--- src/rtl/ekg_pkg.sv ---
// Shared types and default widths for the EKG beat-window control path.
package ekg_pkg;

  typedef enum logic [1:0] {
    ST_IDLE   = 2'd0,
    ST_RUN    = 2'd1,
    ST_REPORT = 2'd2
  } state_e;

  localparam int TICK_WIDTH_DEF  = 16;
  localparam int COUNT_WIDTH_DEF = 8;

endpackage

--- src/rtl/window_timer.sv ---
// Window tick counter: latches the window length on load, counts ticks and
// raises done_out combinationally on the tick that completes the window.
module window_timer
  import ekg_pkg::*;
#(
  parameter int TICK_WIDTH = TICK_WIDTH_DEF
) (
  input  logic                  clk_in,
  input  logic                  rst_in,
  input  logic                  load_in,
  input  logic                  clear_in,
  input  logic [TICK_WIDTH-1:0] window_in,
  input  logic                  tick_in,
  output logic                  done_out
);

  localparam logic [TICK_WIDTH-1:0] ONE = TICK_WIDTH'(1);

  logic [TICK_WIDTH-1:0] win_q, win_d;
  logic [TICK_WIDTH-1:0] cnt_q, cnt_d;
  logic                  done;

  always_comb begin
    win_d = win_q;
    cnt_d = cnt_q;
    done  = tick_in && (cnt_q == (win_q - ONE));
    if (load_in) begin
      // A zero-length window would never terminate; treat it as one tick.
      win_d = (window_in == '0) ? ONE : window_in;
      cnt_d = '0;
    end else if (clear_in) begin
      cnt_d = '0;
    end else if (tick_in) begin
      cnt_d = done ? '0 : (cnt_q + ONE);
    end
  end

  always_ff @(posedge clk_in or posedge rst_in) begin
    if (rst_in) begin
      win_q <= '0;
      cnt_q <= '0;
    end else begin
      win_q <= win_d;
      cnt_q <= cnt_d;
    end
  end

  assign done_out = done;

endmodule

--- src/rtl/beat_window_ctrl.sv ---
// Counts rising edges of the beat detector over tick-timed windows and
// publishes each window's count through a valid/ready result register.
module beat_window_ctrl
  import ekg_pkg::*;
#(
  parameter int TICK_WIDTH  = TICK_WIDTH_DEF,
  parameter int COUNT_WIDTH = COUNT_WIDTH_DEF
) (
  input  logic                   clk_in,
  input  logic                   rst_in,
  input  logic                   start_in,
  input  logic                   stop_in,
  input  logic                   continuous_in,
  input  logic [TICK_WIDTH-1:0]  window_ticks_in,
  input  logic                   tick_in,
  input  logic                   beat_in,
  output logic [COUNT_WIDTH-1:0] result_out,
  output logic                   valid_out,
  input  logic                   ready_in,
  output logic                   sat_out,
  output logic                   busy_out,
  output logic                   dropped_out
);

  localparam logic [COUNT_WIDTH-1:0] CNT_MAX = '1;
  localparam logic [COUNT_WIDTH-1:0] CNT_ONE = COUNT_WIDTH'(1);

  state_e                 state_q, state_d;
  logic                   beat_q;
  logic [COUNT_WIDTH-1:0] beat_cnt_q, beat_cnt_d;
  logic                   sat_q, sat_d;
  logic                   cont_q, cont_d;
  logic [COUNT_WIDTH-1:0] result_q, result_d;
  logic                   res_sat_q, res_sat_d;
  logic                   valid_q, valid_d;
  logic                   dropped_q, dropped_d;

  logic                   beat_pulse;
  logic                   is_run;
  logic                   load;
  logic                   clear;
  logic                   win_done;
  logic                   win_end;
  logic                   handshake;
  logic                   at_max;
  logic [COUNT_WIDTH-1:0] cnt_inc;
  logic [COUNT_WIDTH-1:0] cnt_final;
  logic                   sat_now;

  assign beat_pulse = beat_in & ~beat_q;
  assign is_run     = (state_q == ST_RUN);
  assign load       = (state_q == ST_IDLE) & start_in & ~stop_in;
  assign clear      = stop_in & (state_q != ST_IDLE);
  assign win_end    = is_run & win_done & ~stop_in;
  assign handshake  = valid_q & ready_in;

  assign at_max    = (beat_cnt_q == CNT_MAX);
  assign cnt_inc   = at_max ? beat_cnt_q : (beat_cnt_q + CNT_ONE);
  assign cnt_final = beat_pulse ? cnt_inc : beat_cnt_q;
  assign sat_now   = sat_q | (beat_pulse & at_max);

  window_timer #(
    .TICK_WIDTH(TICK_WIDTH)
  ) u_timer (
    .clk_in   (clk_in),
    .rst_in   (rst_in),
    .load_in  (load),
    .clear_in (clear),
    .window_in(window_ticks_in),
    .tick_in  (tick_in & is_run),
    .done_out (win_done)
  );

  always_comb begin
    state_d    = state_q;
    beat_cnt_d = beat_cnt_q;
    sat_d      = sat_q;
    cont_d     = cont_q;
    result_d   = result_q;
    res_sat_d  = res_sat_q;
    valid_d    = valid_q;
    dropped_d  = dropped_q;

    if (handshake) valid_d = 1'b0;

    // A fresh result outranks a same-cycle acceptance of the old one.
    if (win_end) begin
      valid_d   = 1'b1;
      result_d  = cnt_final;
      res_sat_d = sat_now;
      if (valid_q & ~ready_in) dropped_d = 1'b1;
    end

    case (state_q)
      ST_IDLE: begin
        if (load) begin
          state_d    = ST_RUN;
          cont_d     = continuous_in;
          beat_cnt_d = '0;
          sat_d      = 1'b0;
          dropped_d  = 1'b0;
        end
      end
      ST_RUN: begin
        if (stop_in) begin
          state_d = ST_IDLE;
        end else if (win_end) begin
          beat_cnt_d = '0;
          sat_d      = 1'b0;
          if (!cont_q) state_d = ST_REPORT;
        end else if (beat_pulse) begin
          beat_cnt_d = cnt_inc;
          sat_d      = sat_now;
        end
      end
      ST_REPORT: begin
        if (stop_in || handshake) state_d = ST_IDLE;
      end
      default: state_d = ST_IDLE;
    endcase
  end

  always_ff @(posedge clk_in or posedge rst_in) begin
    if (rst_in) begin
      state_q    <= ST_IDLE;
      beat_q     <= 1'b0;
      beat_cnt_q <= '0;
      sat_q      <= 1'b0;
      cont_q     <= 1'b0;
      result_q   <= '0;
      res_sat_q  <= 1'b0;
      valid_q    <= 1'b0;
      dropped_q  <= 1'b0;
    end else begin
      state_q    <= state_d;
      beat_q     <= beat_in;
      beat_cnt_q <= beat_cnt_d;
      sat_q      <= sat_d;
      cont_q     <= cont_d;
      result_q   <= result_d;
      res_sat_q  <= res_sat_d;
      valid_q    <= valid_d;
      dropped_q  <= dropped_d;
    end
  end

  assign result_out  = result_q;
  assign sat_out     = res_sat_q;
  assign valid_out   = valid_q;
  assign busy_out    = (state_q != ST_IDLE);
  assign dropped_out = dropped_q;

endmodule
--- config.mk ---
export PLATFORM = sky130hd
export DESIGN_NAME = beat_window_ctrl
export DESIGN_NICKNAME = d
export VERILOG_FILES = /design/src/rtl/ekg_pkg.sv /design/src/rtl/window_timer.sv /design/src/rtl/beat_window_ctrl.sv
export SDC_FILE = /design/constraint.sdc
export NUM_CORES = 1
export LEC_CHECK = 0
export CAP_MARGIN = 10
export CORE_AREA = 4 4 88 90
export CTS_CLUSTER_DIAMETER = 30
export DETAILED_ROUTE_END_ITERATION = 10
export DIE_AREA = 0 0 92 94
export HOLD_SLACK_MARGIN = 0.02
export PLACE_DENSITY = 0.76
export SLEW_MARGIN = 25
export SYNTH_ARGS = -nofsm -noshare
export SYNTH_HDL_FRONTEND = slang
export SYNTH_HIERARCHICAL = 1
export SYNTH_SLANG_ARGS = --single-unit
--- constraint.sdc ---
create_clock -name clk_in -period 5.2 [get_ports clk_in]
set_clock_uncertainty 0.1 [all_clocks]
set_input_delay 1.04 -clock clk_in [delete_from_list [all_inputs] [get_ports clk_in]]
set_output_delay 1.04 -clock clk_in [all_outputs]
set_load 0.02 [all_outputs]
-- Word level (Yosys, flattened, before mapping)
Cells that the tools add are included.
- logic and storage cells: 78
- output and inout bits: 12
- bits in registers: 56
- $add $sub $neg: 3
- bitwise gates (word level): 14
- equal/unequal tests: 10
- mux-type cells: 28
- reductions and logical operators: 12
- operator list (cell ; count):
    $mux 16 ; 5
    $mux 8 ; 5
    $add 16x1->16 const B ; 1
    $eq 16x16->1 ; 1
    $logic_not 16->1 ; 1
    $pmux 8 s2 ; 1
    $sub 16x1->16 const B ; 1
    $and 1x1->1 ; 10
    $mux 1 ; 10
    $mux 2 ; 5
    $add 8x1->8 const B ; 1
    $eq 8x8->1 const B ; 1
    $reduce_and 4->1 ; 2
    $ne 2x2->1 const B ; 3
    $ne 3x2->1 const B ; 2
    $pmux 2 s3 ; 1
    $reduce_bool 2->1 ; 3
    $ne 3x3->1 const B ; 1
    $not 1->1 ; 3
    $reduce_and 3->1 ; 1
    $reduce_bool 3->1 ; 1
    $eq 2x1->1 const B ; 1
    $eq 2x2->1 const B ; 1
    $logic_not 2->1 ; 1
    other kinds (5) ; 5

-- Longest topological paths before layout
Gate-level depths: netlist of run 1.
- depth after elaboration: 8
- depth in mapped cells: 12
- depth with buffers taken out: 12

-- Cells and area by module
The synthesis of run 1 kept the hierarchy.
- by module, submodules not included (module ; seq. area each (µm²) ; instances ; cells an instance ; area each (µm²)):
    window_timer ; 800.8 ; 1 ; 230 ; 2128.3
    beat_window_ctrl ; 600.6 ; 1 ; 124 ; 1266.2

-- Worst setup path before layout of run 1
Ideal clock, no wire load.
- path type: input to register
- start point: input tick_in
- end point: register result_q[7] (netlist: result_out[7])
- data arrival time: 3.254 ns
- stages: 9
- setup time: 0.125 ns
- slack: 1.721 ns
- path through: nor3b_1 -> and3_1 -> nand4_1 -> a211oi_1 -> nand3_1 -> nor3_1 -> nand2_1 -> nor3_2 -> mux2_4
- longest elaborated chain between the ends: 4
- ends and longest elaborated chain (what ; RTL line ; text):
    from (decl) ; beat_window_ctrl.sv:15 ; input logic tick_in,
    $and 1x1->1 ; beat_window_ctrl.sv:70 ; .tick_in (tick_in & is_run),
    $logic_and 1x1->1 ; window_timer.sv:26 ; done = tick_in && (cnt_q == (win_q - ONE));
    via win_done ; beat_window_ctrl.sv:42 ; logic win_done;
    $and 1x1->1 (2 in series) ; beat_window_ctrl.sv:54 ; assign win_end = is_run & win_done & ~stop_in;
    to (signal assigned) ; beat_window_ctrl.sv:140 ; result_q <= result_d;
    to (decl) ; beat_window_ctrl.sv:33 ; logic [COUNT_WIDTH-1:0] result_q, result_d;
The timed path passes the listed nets, and every way through them passes these cells.
A chain may end at the register's enable or synchronous reset.

-- Worst setup path after layout of run 1
- start point: input tick_in
- end point: register result_q[2] (netlist: result_out[2])
The elaborated chain is that of the path after synthesis.

==> run metrics, run 1 <==
die outline width=between 90 and 100 um; DR vias=2,796; clock transition at the registers of the reported paths=100 ps; vias in the first global route=between 2,000 and 3,000; share of total power in combinational logic=25.9%; Post-Syn Area per Cell=9.589 sq um; total congestion overflow=0; HPWL after detailed placement=5583 um; Seq cells post-synth=between 50 and 60; cell internal pwr=around 740 uW; cell accounting for the most synthesized area=sky130_fd_sc_hd__dfrtp_1; count of flip-flops with a built-in enable after synthesis=0; switching pwr=383.1 uW; slew at the pin closest to its max-slew limit=around 850 ps; prevailing post-synth register cell=sky130_fd_sc_hd__dfrtp_1; switch share=34.06%; starting density of the core=between 40 and 50%; net count of the finished layout=between 400 and 500; Yosys cell types=66; area of the multi-input gates=1854 sq um; post-placement worst setup slack=821.3 ps; share of post-route cells with drive strength above 1=13.77%; Min-Delay Endpoint=result_out[2]$_DFFE_PP0P_; floorplan core area=about 7000 sq um; Sequential Power Share=about 52%; setup slack of the most critical reg-to-reg path=~1500 ps; via density per instance=a little under 6; capture instance of the worst register-to-register path=result_out[2]$_DFFE_PP0P_; first-pass detailed-route iteration total=5; CP required=roughly 5400 ps; number of antenna-violating nets in the routed design=0; result of the run=completed; cell types occupying the most area after synthesis=sky130_fd_sc_hd__dfrtp_1, sky130_fd_sc_hd__nand2_1, sky130_fd_sc_hd__mux2_2; Die Footprint=~8600 sq um; critical path class=in2reg; gpl congestion=between 0.9 and 1; global-route wire length before repair=between 10,000 and 15,000 um; Final min period=around 4000 ps; launching element type of the critical path=primary input; detailed router's first-iteration violation count=around 200; clock group share of total power=between 20% and 30%; CTS Buf Count=5; routed wirelength normalized by instance count=around 16 um; IR Drop Worst-Case VDD=approximately 0.17 mV; final hold vios=0; startpoint of the most critical register-to-register path=u_timer/win_q[0]$_DFFE_PP0P_; sequential cell area fraction in the yosys report=about 41%; post-synthesis instance area=between 3000 and 4000 sq um; antenna violations before repair=0; max-capacitance violation count=0; cells traversed along the worst timing path=clkdlybuf4s50_1 > nor3b_1 > and3_1 > nand4_1 > a211oi_1 > nand3_1 > nor3_1 > nand3_1 > a211oi_1 > a21o_1; CTS H-tree lvls=2; cell total after placement=475; DRC violation count after routing=0; Worst setup EP type=register; Reg area=between 1000 and 1500 sq um; clock root buffer master=sky130_fd_sc_hd__clkbuf_8; Pleak=~1.6 nW; number of standard cells in the final layout excluding fillers=about 480; Post-CTS Hold Fix Bufs=0; fmax=248.4 MHz; count of clock tree sinks=56; share of synthesized registers carrying an async set or reset=100.0%; relative max-transition margin=around 43%; maximum number of pins on one net before global-route repair=33; ratio of total power to cell area=~290 nW/um^2; I/O pin count=36; count of input and output buffers=35; startpoint of the lowest-slack hold path=result_out[2]$_DFFE_PP0P_; critical path arrival=between 4000 and 5000 ps; Max FO, Critical Path=13; WL final=approximately 7500 um; number of diodes=0; slowest cell on the critical path=sky130_fd_sc_hd__nor3b_1; setup-violating endpoint count in the final report=0; post-CTS repair timing setup buffer count=0; post-synth top area share=between 40% and 50%; slowest stage delay, CP=about 540 ps; Mapped Cells=approximately 350; logic depth of the worst register-to-register path=11; die span in y=about 94 um; share of the clock period used by the worst path after layout=between 70% and 80%; synthesized net count=~380; worst skew pair latency=310 ps; hold crit path type=reg2reg; Worst Hold Depth=1; Row Count=31; post-layout power=between 1 and 1.5 mW; Synth Warn #=6; post-cts sizing count=0; final total negative setup slack=0 ps; Area growth, synth to finish=14.82%; final count of pins violating max slew=0; Final WS setup=1175 ps; number of buffers on the longest clock path=2; GRT Overall Usage=around 18%; RSZ-0062 raised after global routing=false; clock tree from TritonCTS=built; Filler Cell Count=660
==> synthesized netlist by cell type (2+ instances only) <==
library cell / instances
sky130_fd_sc_hd__a21oi_1: 17
sky130_fd_sc_hd__or3_1: 6
sky130_fd_sc_hd__o21a_1: 2
sky130_fd_sc_hd__nand4_1: 3
sky130_fd_sc_hd__o311ai_2: 4
sky130_fd_sc_hd__mux2i_1: 3
sky130_fd_sc_hd__ha_1: 3
sky130_fd_sc_hd__o21ai_0: 6
sky130_fd_sc_hd__xor2_1: 13
sky130_fd_sc_hd__mux2_2: 13
sky130_fd_sc_hd__buf_2: 3
sky130_fd_sc_hd__nand3_1: 21
sky130_fd_sc_hd__nor3b_1: 2
sky130_fd_sc_hd__nor4_2: 2
sky130_fd_sc_hd__xnor2_1: 9
sky130_fd_sc_hd__nor4_1: 4
sky130_fd_sc_hd__nor3_2: 3
sky130_fd_sc_hd__inv_1: 11
sky130_fd_sc_hd__dfrtp_1: 56
sky130_fd_sc_hd__nand2b_1: 8
sky130_fd_sc_hd__o22ai_1: 4
sky130_fd_sc_hd__clkbuf_1: 6
sky130_fd_sc_hd__or2_2: 6
sky130_fd_sc_hd__nor2_1: 19
sky130_fd_sc_hd__a41oi_1: 2
sky130_fd_sc_hd__o311ai_1: 6
sky130_fd_sc_hd__or2_1: 2
sky130_fd_sc_hd__and3_1: 4
sky130_fd_sc_hd__a211oi_1: 3
sky130_fd_sc_hd__a31oi_1: 6
sky130_fd_sc_hd__buf_6: 5
sky130_fd_sc_hd__nand2_1: 40
sky130_fd_sc_hd__o21ai_1: 13
sky130_fd_sc_hd__nor3_1: 12
sky130_fd_sc_hd__a21oi_2: 2
sky130_fd_sc_hd__a21o_1: 2
sky130_fd_sc_hd__nand3b_1: 4
==> power groups by stage <==
| stage | Clock, mW | Sequential (mW) | Combinational, mW |
|---|---|---|---|
| global placement | 0 | 0.585 | 0.277 |
| global route | 0.279 | 0.594 | 0.324 |
| detailed placement | 0 | 0.589 | 0.285 |
| CTS | 0.262 | 0.581 | 0.288 |
| finish | 0.251 | 0.583 | 0.292 |
| floorplan | 0 | 0.544 | 0.250 |
==> critical path: cells and delay by family <==
kind / cells / cell delay (ps)
AO/OA/AOI/OAI: 3 / 660
AND/OR/NAND/NOR: 6 / 2010
buffers and inverters: 1 / 470
==> cell families (layout without fill, tap and decap cells) <==
group	Yosys count	after routing	share of synthesized area (%)
simple gates	150	150	24.77
compound gates	78	78	16.44
flops	56	56	41.28
buf+inv	26	57	4.091
xor+xnor	23	23	6.340
mux	18	18	5.971
fa+ha+maj	3	3	1.106
==> routing by layer <==
layer / global-route usage (%) / wire (um)
met1: 25.89 / 3628
met2: 27.80 / 3418
met3: 2.644 / 369
met4: 5.322 / 126
met5: 0 / 0
==> flip-flops by register name, summed over array words and instances (netlist names) <==
register       cells
beat_q             1
cont_q             1
sat_out            1
result_out         8
u_timer/win_q     16
sat_q              1
u_timer/cnt_q     16
dropped_out        1
valid_out          1
state_q            2
beat_cnt_q         8
==> worst max path at each step <==
stage                       start                   endpoint  slack [ps]
after floorplan           tick_in  result_out[7]$_DFFE_PP0P_        1720
after global placement    tick_in  result_out[7]$_DFFE_PP0P_         980
after detailed placement  tick_in  result_out[7]$_DFFE_PP0P_         820
after CTS                 tick_in  result_out[2]$_DFFE_PP0P_        1160
after global routing      tick_in  result_out[2]$_DFFE_PP0P_         900
final                     tick_in  result_out[2]$_DFFE_PP0P_        1170
==> cell type report <==
| cell class | count | area share, % |
|---|---|---|
| flip-flops and latches | 56 | 35.95 |
| multi-input cells | 272 | 47.58 |
| well taps | 99 | 3.178 |
| inverters | 11 | 1.059 |
| clock inverters | 2 | 0.3531 |
| repair buffers | 38 | 9.759 |
| clock buffers | 6 | 2.119 |
==> placed cells by master (no fill, tap or decap), drive strengths merged, types with 8 or more instances in the layout <==
cell type | synthesis | layout
o311ai | 10 | 10
nand2b | 8 | 8
nand2 | 41 | 41
mux2 | 15 | 15
or2 | 9 | 9
xor2 | 13 | 13
clkdlybuf4s50 | 0 | 35
nand3 | 21 | 21
o21ai | 20 | 20
dfrtp | 56 | 56
nor3 | 15 | 15
a21oi | 19 | 19
nor2 | 20 | 20
inv | 11 | 11
xnor2 | 9 | 9
==> stage by stage <==
step / hold slack (ps) / util, % / cell area (sq um)
CTS: 397.2 / 55.00 / 3882
global route: 415.7 / 55.21 / 3897
finish: 395.8 / 55.21 / 3897
detailed placement: 372.3 / 53.63 / 3786
floorplan: 380.2 / - / 3395
global placement: 360.8 / 53.63 / 3786
Note: power is estimated with default switching activity, not from simulation.
==> inputs of run 2 (changes only) <==
--- a/config.mk
+++ b/config.mk
@@ -11,7 +11,7 @@
 export DETAILED_ROUTE_END_ITERATION = 10
 export DIE_AREA = 0 0 92 94
 export HOLD_SLACK_MARGIN = 0.02
-export PLACE_DENSITY = 0.76
+export PLACE_DENSITY = 0.79
 export SLEW_MARGIN = 25
 export SYNTH_ARGS = -nofsm -noshare
 export SYNTH_HDL_FRONTEND = slang
==> constraint.sdc (replaced) <==
create_clock -name clk_in -period 3.36 [get_ports clk_in]
set_clock_uncertainty 0.1 [all_clocks]
set_input_delay 0.672 -clock clk_in [delete_from_list [all_inputs] [get_ports clk_in]]
set_output_delay 0.672 -clock clk_in [all_outputs]
set_load 0.02 [all_outputs]
==> run metrics, run 2 (same netlist as run 1, synthesis figures left out) <==
result of the run=completed; Worst Hold Depth=1; clock transition at the registers of the reported paths=around 100 ps; die span in y=94 um; starting density of the core=between 40% and 50%; launching element type of the critical path=register; via density per instance=~5.8; Min-Delay Endpoint=result_out[2]$_DFFE_PP0P_; total congestion overflow=0; number of antenna-violating nets in the routed design=0; Max FO, Critical Path=6; gate family responsible for the most delay along the worst path=simple AND/OR/NAND/NOR gates; Met1 Routed Length=3652 um; Area growth, synth to finish=16.03%; post-cts sizing count=0; slew at the pin closest to its max-slew limit=slightly below 900 ps; post-CTS repair timing setup buffer count=0; sum of met3 wire segment lengths after detailed routing=~500 um; Die Footprint=between 8000 and 9000 sq um; logic depth of the worst register-to-register path=15; Critical path buffers and inverters=4; setup-violating endpoint count in the final report=0; highest metal layer used by the detailed router=met4; slowest stage delay, CP=between 400 and 500 ps; hold crit path type=reg2reg; most used cells in the layout excluding fill and tap cells=sky130_fd_sc_hd__dfrtp_1, sky130_fd_sc_hd__nand2_1, sky130_fd_sc_hd__clkdlybuf4s50_1; registers with the highest flip-flop counts=u_timer/cnt_q x16, u_timer/win_q x16; CTS H-tree lvls=2; max-capacitance violation count=0; Worst setup EP type=register; detailed router's first-iteration violation count=between 300 and 400; critical path class=reg2reg; end-of-flow core utilization=55.80%; count of input and output buffers=35; clock root buffer master=sky130_fd_sc_hd__clkbuf_8; share of the clock period used by the worst path after layout=about 90%; met2 wire length=around 3500 um; relative max-transition margin=between 40% and 50%; cells traversed along the worst timing path=inv_1 > ha_1 > nor3b_1 > buf_4 > and3_1 > a211o_1 > and3_1 > a21oi_2 > nor3_1 > buf_4 > nand2_1 > nor3_2 > buf_4 > or3_1 > a21oi_1; DR vias=between 2,000 and 3,000; most common cell after layout, fill and taps aside=sky130_fd_sc_hd__dfrtp_1; area of the multi-input gates=~1900 sq um; DRC violation count after routing=0; IR Drop Worst-Case VDD=0.2514 mV; number of buffers on the longest clock path=2; capture instance of the worst register-to-register path=sat_q$_DFFE_PP0P_; final hold vios=0; Post-CTS Hold Fix Bufs=0; number of diodes=0; Row Count=31; final count of pins violating max slew=0; Pleak=roughly 1.6 nW; Reg area=between 1000 and 1500 sq um; most used cell along the critical path=sky130_fd_sc_hd__buf_4; RSZ-0062 raised after global routing=false; maximum number of pins on one net before global-route repair=33; fmax=322.6 MHz; Final min period=3100 ps; worst skew pair latency=310 ps; global-route wire length before repair=roughly 13,000 um; startpoint of the most critical register-to-register path=u_timer/win_q[0]$_DFFE_PP0P_; Filler Cell Count=647; vias in the first global route=~2,700; WL final=around 8000 um; ratio of total power to cell area=458.1 nW/um^2; final total negative setup slack=0 ps; CTS Buf Count=5; count of clock tree sinks=56; routed wirelength normalized by instance count=between 15 and 20 um; clock tree from TritonCTS=built; share of post-route cells with drive strength above 1=between 10% and 20%; startpoint of the lowest-slack hold path=result_out[2]$_DFFE_PP0P_; GRT Overall Usage=19.21%; critical path arrival=~3200 ps; HPWL after detailed placement=~5700 um; antenna violations before repair=0; net count of the finished layout=~420; die outline width=a little over 90 um; CP required=roughly 3500 ps; setup slack of the most critical reg-to-reg path=about 260 ps; slowest cell on the critical path=sky130_fd_sc_hd__dfrtp_1; gpl congestion=0.8861; floorplan core area=~7000 sq um; first-pass detailed-route iteration total=4; I/O pin count=36
==> run 2: changes by cell type in the layout (fill, tap and decap cells not counted), sizes merged <==
cell    change
bufinv      +1
buf         +5
inv         -1
==> run 2: worst max-delay path by stage <==
stage | cells after the start | startpoint | slack, ps | end
finish | 15 | u_timer/win_q[0]$_DFFE_PP0P_ | 260 | sat_q$_DFFE_PP0P_
global route | 12 | u_timer/win_q[0]$_DFFE_PP0P_ | 2 | sat_q$_DFFE_PP0P_
CTS | 13 | u_timer/win_q[0]$_DFFE_PP0P_ | 240 | beat_cnt_q[4]$_DFFE_PP0P_
detailed placement | 13 | tick_in | 140 | sat_q$_DFFE_PP0P_
global placement | 13 | tick_in | 270 | sat_q$_DFFE_PP0P_
floorplan | 10 | u_timer/win_q[0]$_DFFE_PP0P_ | 210 | result_out[7]$_DFFE_PP0P_
==> run 2: per-stage QoR <==
step	hold slack [ps]	power [mW]	instance area (sq um)	std cells	setup WS, ps
after detailed placement	366.0	1.361	3831	481	139.1
after CTS	389.9	1.812	3939	489	238.2
final	386.5	1.804	3939	489	259.8
after global placement	359.2	1.336	3831	481	267.3
after floorplan	380.2	1.230	3395	354	211.3
after global routing	403.5	1.908	3939	489	2.044
==> run 2: power by group <==
part / internal, mW / leakage (nW) / switching, mW
logic: 0.230 / 0.838 / 0.226
clock network: 0.222 / 0.0552 / 0.223
registers: 0.750 / 0.711 / 0.153
total: 1.20 / 1.60 / 0.603
==> run 2: routing by layer <==
metal	up-vias	track usage, %
li1	1353	-
met1	1351	27.48
met2	98	29.44
met3	13	3.526
met4	0	6.312
met5	-	0
==> run 2: area by class of cell <==
type | count | area share, %
Multi-Input combinational cell | 272 | 47.08
Tap cell | 99 | 3.145
Inverter | 11 | 1.048
Timing Repair Buffer | 43 | 10.42
Sequential cell | 56 | 35.58
Clock buffer | 6 | 1.842
Clock inverter | 2 | 0.8895
==> inputs of run 3 (changes only) <==
--- a/config.mk
+++ b/config.mk
@@ -12,6 +12,7 @@
 export DIE_AREA = 0 0 92 94
 export HOLD_SLACK_MARGIN = 0.02
 export PLACE_DENSITY = 0.79
+export REMOVE_ABC_BUFFERS = 1
 export SLEW_MARGIN = 25
 export SYNTH_ARGS = -nofsm -noshare
 export SYNTH_HDL_FRONTEND = slang
==> run metrics, run 3 (same netlist as run 1, synthesis figures left out) <==
count of clock tree sinks=56; slowest cell on the critical path=sky130_fd_sc_hd__or4_1; antenna violations before repair=0; post-CTS repair timing setup buffer count=0; cell internal pwr=1.244 mW; setup slack of the most critical reg-to-reg path=about 250 ps; GRT Overall Usage=17.59%; gate family responsible for the most delay along the worst path=simple AND/OR/NAND/NOR gates; Sequential Power Share=about half; fmax=around 320 MHz; Worst Hold Margin=~390 ps; most used cells in the layout excluding fill and tap cells=sky130_fd_sc_hd__dfrtp_1, sky130_fd_sc_hd__nand2_1, sky130_fd_sc_hd__clkdlybuf4s50_1; hold crit path type=reg2reg; first-pass detailed-route iteration total=5; Post-CTS Hold Fix Bufs=0; worst setup path endpoint=result_out[7]$_DFFE_PP0P_; setup-violating endpoint count in the final report=0; logic depth of the worst register-to-register path=10; number of buffers on the longest clock path=2; vias in the first global route=~2,700; Final min period=3115 ps; Die Footprint=just under 9000 sq um; cells traversed along the worst timing path=or4_1 > xnor2_1 > a221o_1 > nor3_1 > nand2_1 > nor3_1 > buf_4 > nand2_1 > nor3_2 > mux2_4; die span in y=between 90 and 100 um; clock transition at the registers of the reported paths=about 100 ps; global-route wire length before repair=about 12,000 um; clock root buffer master=sky130_fd_sc_hd__clkbuf_8; switching pwr=around 580 uW; number of diodes=0; slew at the pin closest to its max-slew limit=a little under 900 ps; post-cts sizing count=0; slowest stage delay, CP=approximately 650 ps; maximum number of pins on one net before global-route repair=33; startpoint of the most critical register-to-register path=u_timer/win_q[0]$_DFFE_PP0P_; ratio of total power to cell area=460.3 nW/um^2; via density per instance=~5.6; DR vias=approximately 2,800; clock tree from TritonCTS=built; relative max-transition margin=between 40% and 50%; Critical path buffers and inverters=1; number of antenna-violating nets in the routed design=0; final total negative setup slack=0 ps; CP required=3460 ps; share of the clock period used by the worst path after layout=between 90 and 100%; registers with the highest flip-flop counts=u_timer/cnt_q x16, u_timer/win_q x16; WL final=about 7000 um; cell total after placement=roughly 480; critical path arrival=roughly 3200 ps; Pleak=between 1.5 and 2 nW; HPWL after detailed placement=~5400 um; launching element type of the critical path=register; clock group share of total power=26.2%; DRC violation count after routing=0; CTS H-tree lvls=2; Critical path origin=u_timer/win_q[0]$_DFFE_PP0P_; share of post-route cells with drive strength above 1=15.09%; routed wirelength normalized by instance count=about 15 um; I/O pin count=36; Critical Path Stages=10; critical path class=reg2reg; most common cell after layout, fill and taps aside=sky130_fd_sc_hd__dfrtp_1; die outline width=around 90 um; net count of the finished layout=~420; max-capacitance violation count=0; final count of pins violating max slew=0; starting density of the core=about half; switch share=about a third; CTS Buf Count=5; Max FO, Critical Path=6; count of input and output buffers=35; final hold vios=0; capture instance of the worst register-to-register path=result_out[7]$_DFFE_PP0P_; RSZ-0062 raised after global routing=false; detailed router's first-iteration violation count=171; Row Count=31; number of standard cells in the final layout excluding fillers=490; Area growth, synth to finish=16.81%; total congestion overflow=0; floorplan core area=between 7000 and 8000 sq um; Worst setup EP type=register; IR Drop Worst-Case VDD=roughly 0.28 mV; share of total power in combinational logic=24.4%; worst skew pair latency=~310 ps; result of the run=completed; gpl congestion=approximately 0.84
==> run 3: cell count changes in the layout (fill, tap and decap cells not counted) <==
cell	previous run	this run
sky130_fd_sc_hd__clkinv_2	1	0
sky130_fd_sc_hd__buf_4	8	9
sky130_fd_sc_hd__clkbuf_1	1	0
sky130_fd_sc_hd__clkbuf_8	5	7
==> run 3: layout make-up <==
class / instances / area, sq um
clock buffers: 7 / 96.34
clock inverters: 1 / 30.03
fillers: 632 / 3094
inverters: 11 / 41.29
multi-input cells: 272 / 1854
flip-flops and latches: 56 / 1401
well taps: 99 / 123.9
repair buffers: 44 / 417.9
==> run 3: worst register-to-register path: stages (launching register included) <==
cell	delay, ps
sky130_fd_sc_hd__dfrtp_1	470
sky130_fd_sc_hd__or4_1	650
sky130_fd_sc_hd__xnor2_1	170
sky130_fd_sc_hd__a221o_1	350
sky130_fd_sc_hd__nor3_1	140
sky130_fd_sc_hd__nand2_1	120
sky130_fd_sc_hd__nor3_1	190
sky130_fd_sc_hd__buf_4	160
sky130_fd_sc_hd__nand2_1	90
sky130_fd_sc_hd__nor3_2	250
sky130_fd_sc_hd__mux2_4	330
==> run 3: per-layer routing <==
metal | vias up | global-route usage, % | routed length (um)
li1 | 1356 | - | -
met1 | 1318 | 24.91 | 3444
met2 | 72 | 27.25 | 3320
met3 | 17 | 2.885 | 264
met4 | 0 | 6.312 | 157
met5 | - | 0 | 0
==> run 3: worst min-delay path by stage <==
stage | cells after the start | endpoint | from | slack (ps)
detailed placement | 1 | result_out[2]$_DFFE_PP0P_ | result_out[2]$_DFFE_PP0P_ | 380
global placement | 2 | sat_out$_DFFE_PP0P_ | sat_out$_DFFE_PP0P_ | 360
global route | 1 | result_out[2]$_DFFE_PP0P_ | result_out[2]$_DFFE_PP0P_ | 410
CTS | 1 | result_out[2]$_DFFE_PP0P_ | result_out[2]$_DFFE_PP0P_ | 400
finish | 2 | sat_out$_DFFE_PP0P_ | sat_out$_DFFE_PP0P_ | 390
floorplan | 2 | sat_out$_DFFE_PP0P_ | sat_q$_DFFE_PP0P_ | 380
==> run 3: power groups by stage <==
stage                     Combinational (mW)  Sequential [mW]  Clock, mW
after global placement                 0.428            0.904          0
after global routing                   0.498            0.923      0.515
final                                  0.445            0.903      0.477
after detailed placement               0.446            0.913          0
after CTS                              0.446            0.899      0.488
after floorplan                        0.341            0.871          0
==> run 3: per-stage QoR <==
step	area, sq um	util, %	worst slack [ps]	power [mW]
after floorplan	3297	-	207.7	1.212
after global placement	3839	54.38	183.3	1.332
after detailed placement	3839	54.38	77.34	1.359
after CTS	3965	56.17	235.6	1.833
after global routing	3965	56.17	80.28	1.937
final	3965	56.17	245.2	1.825
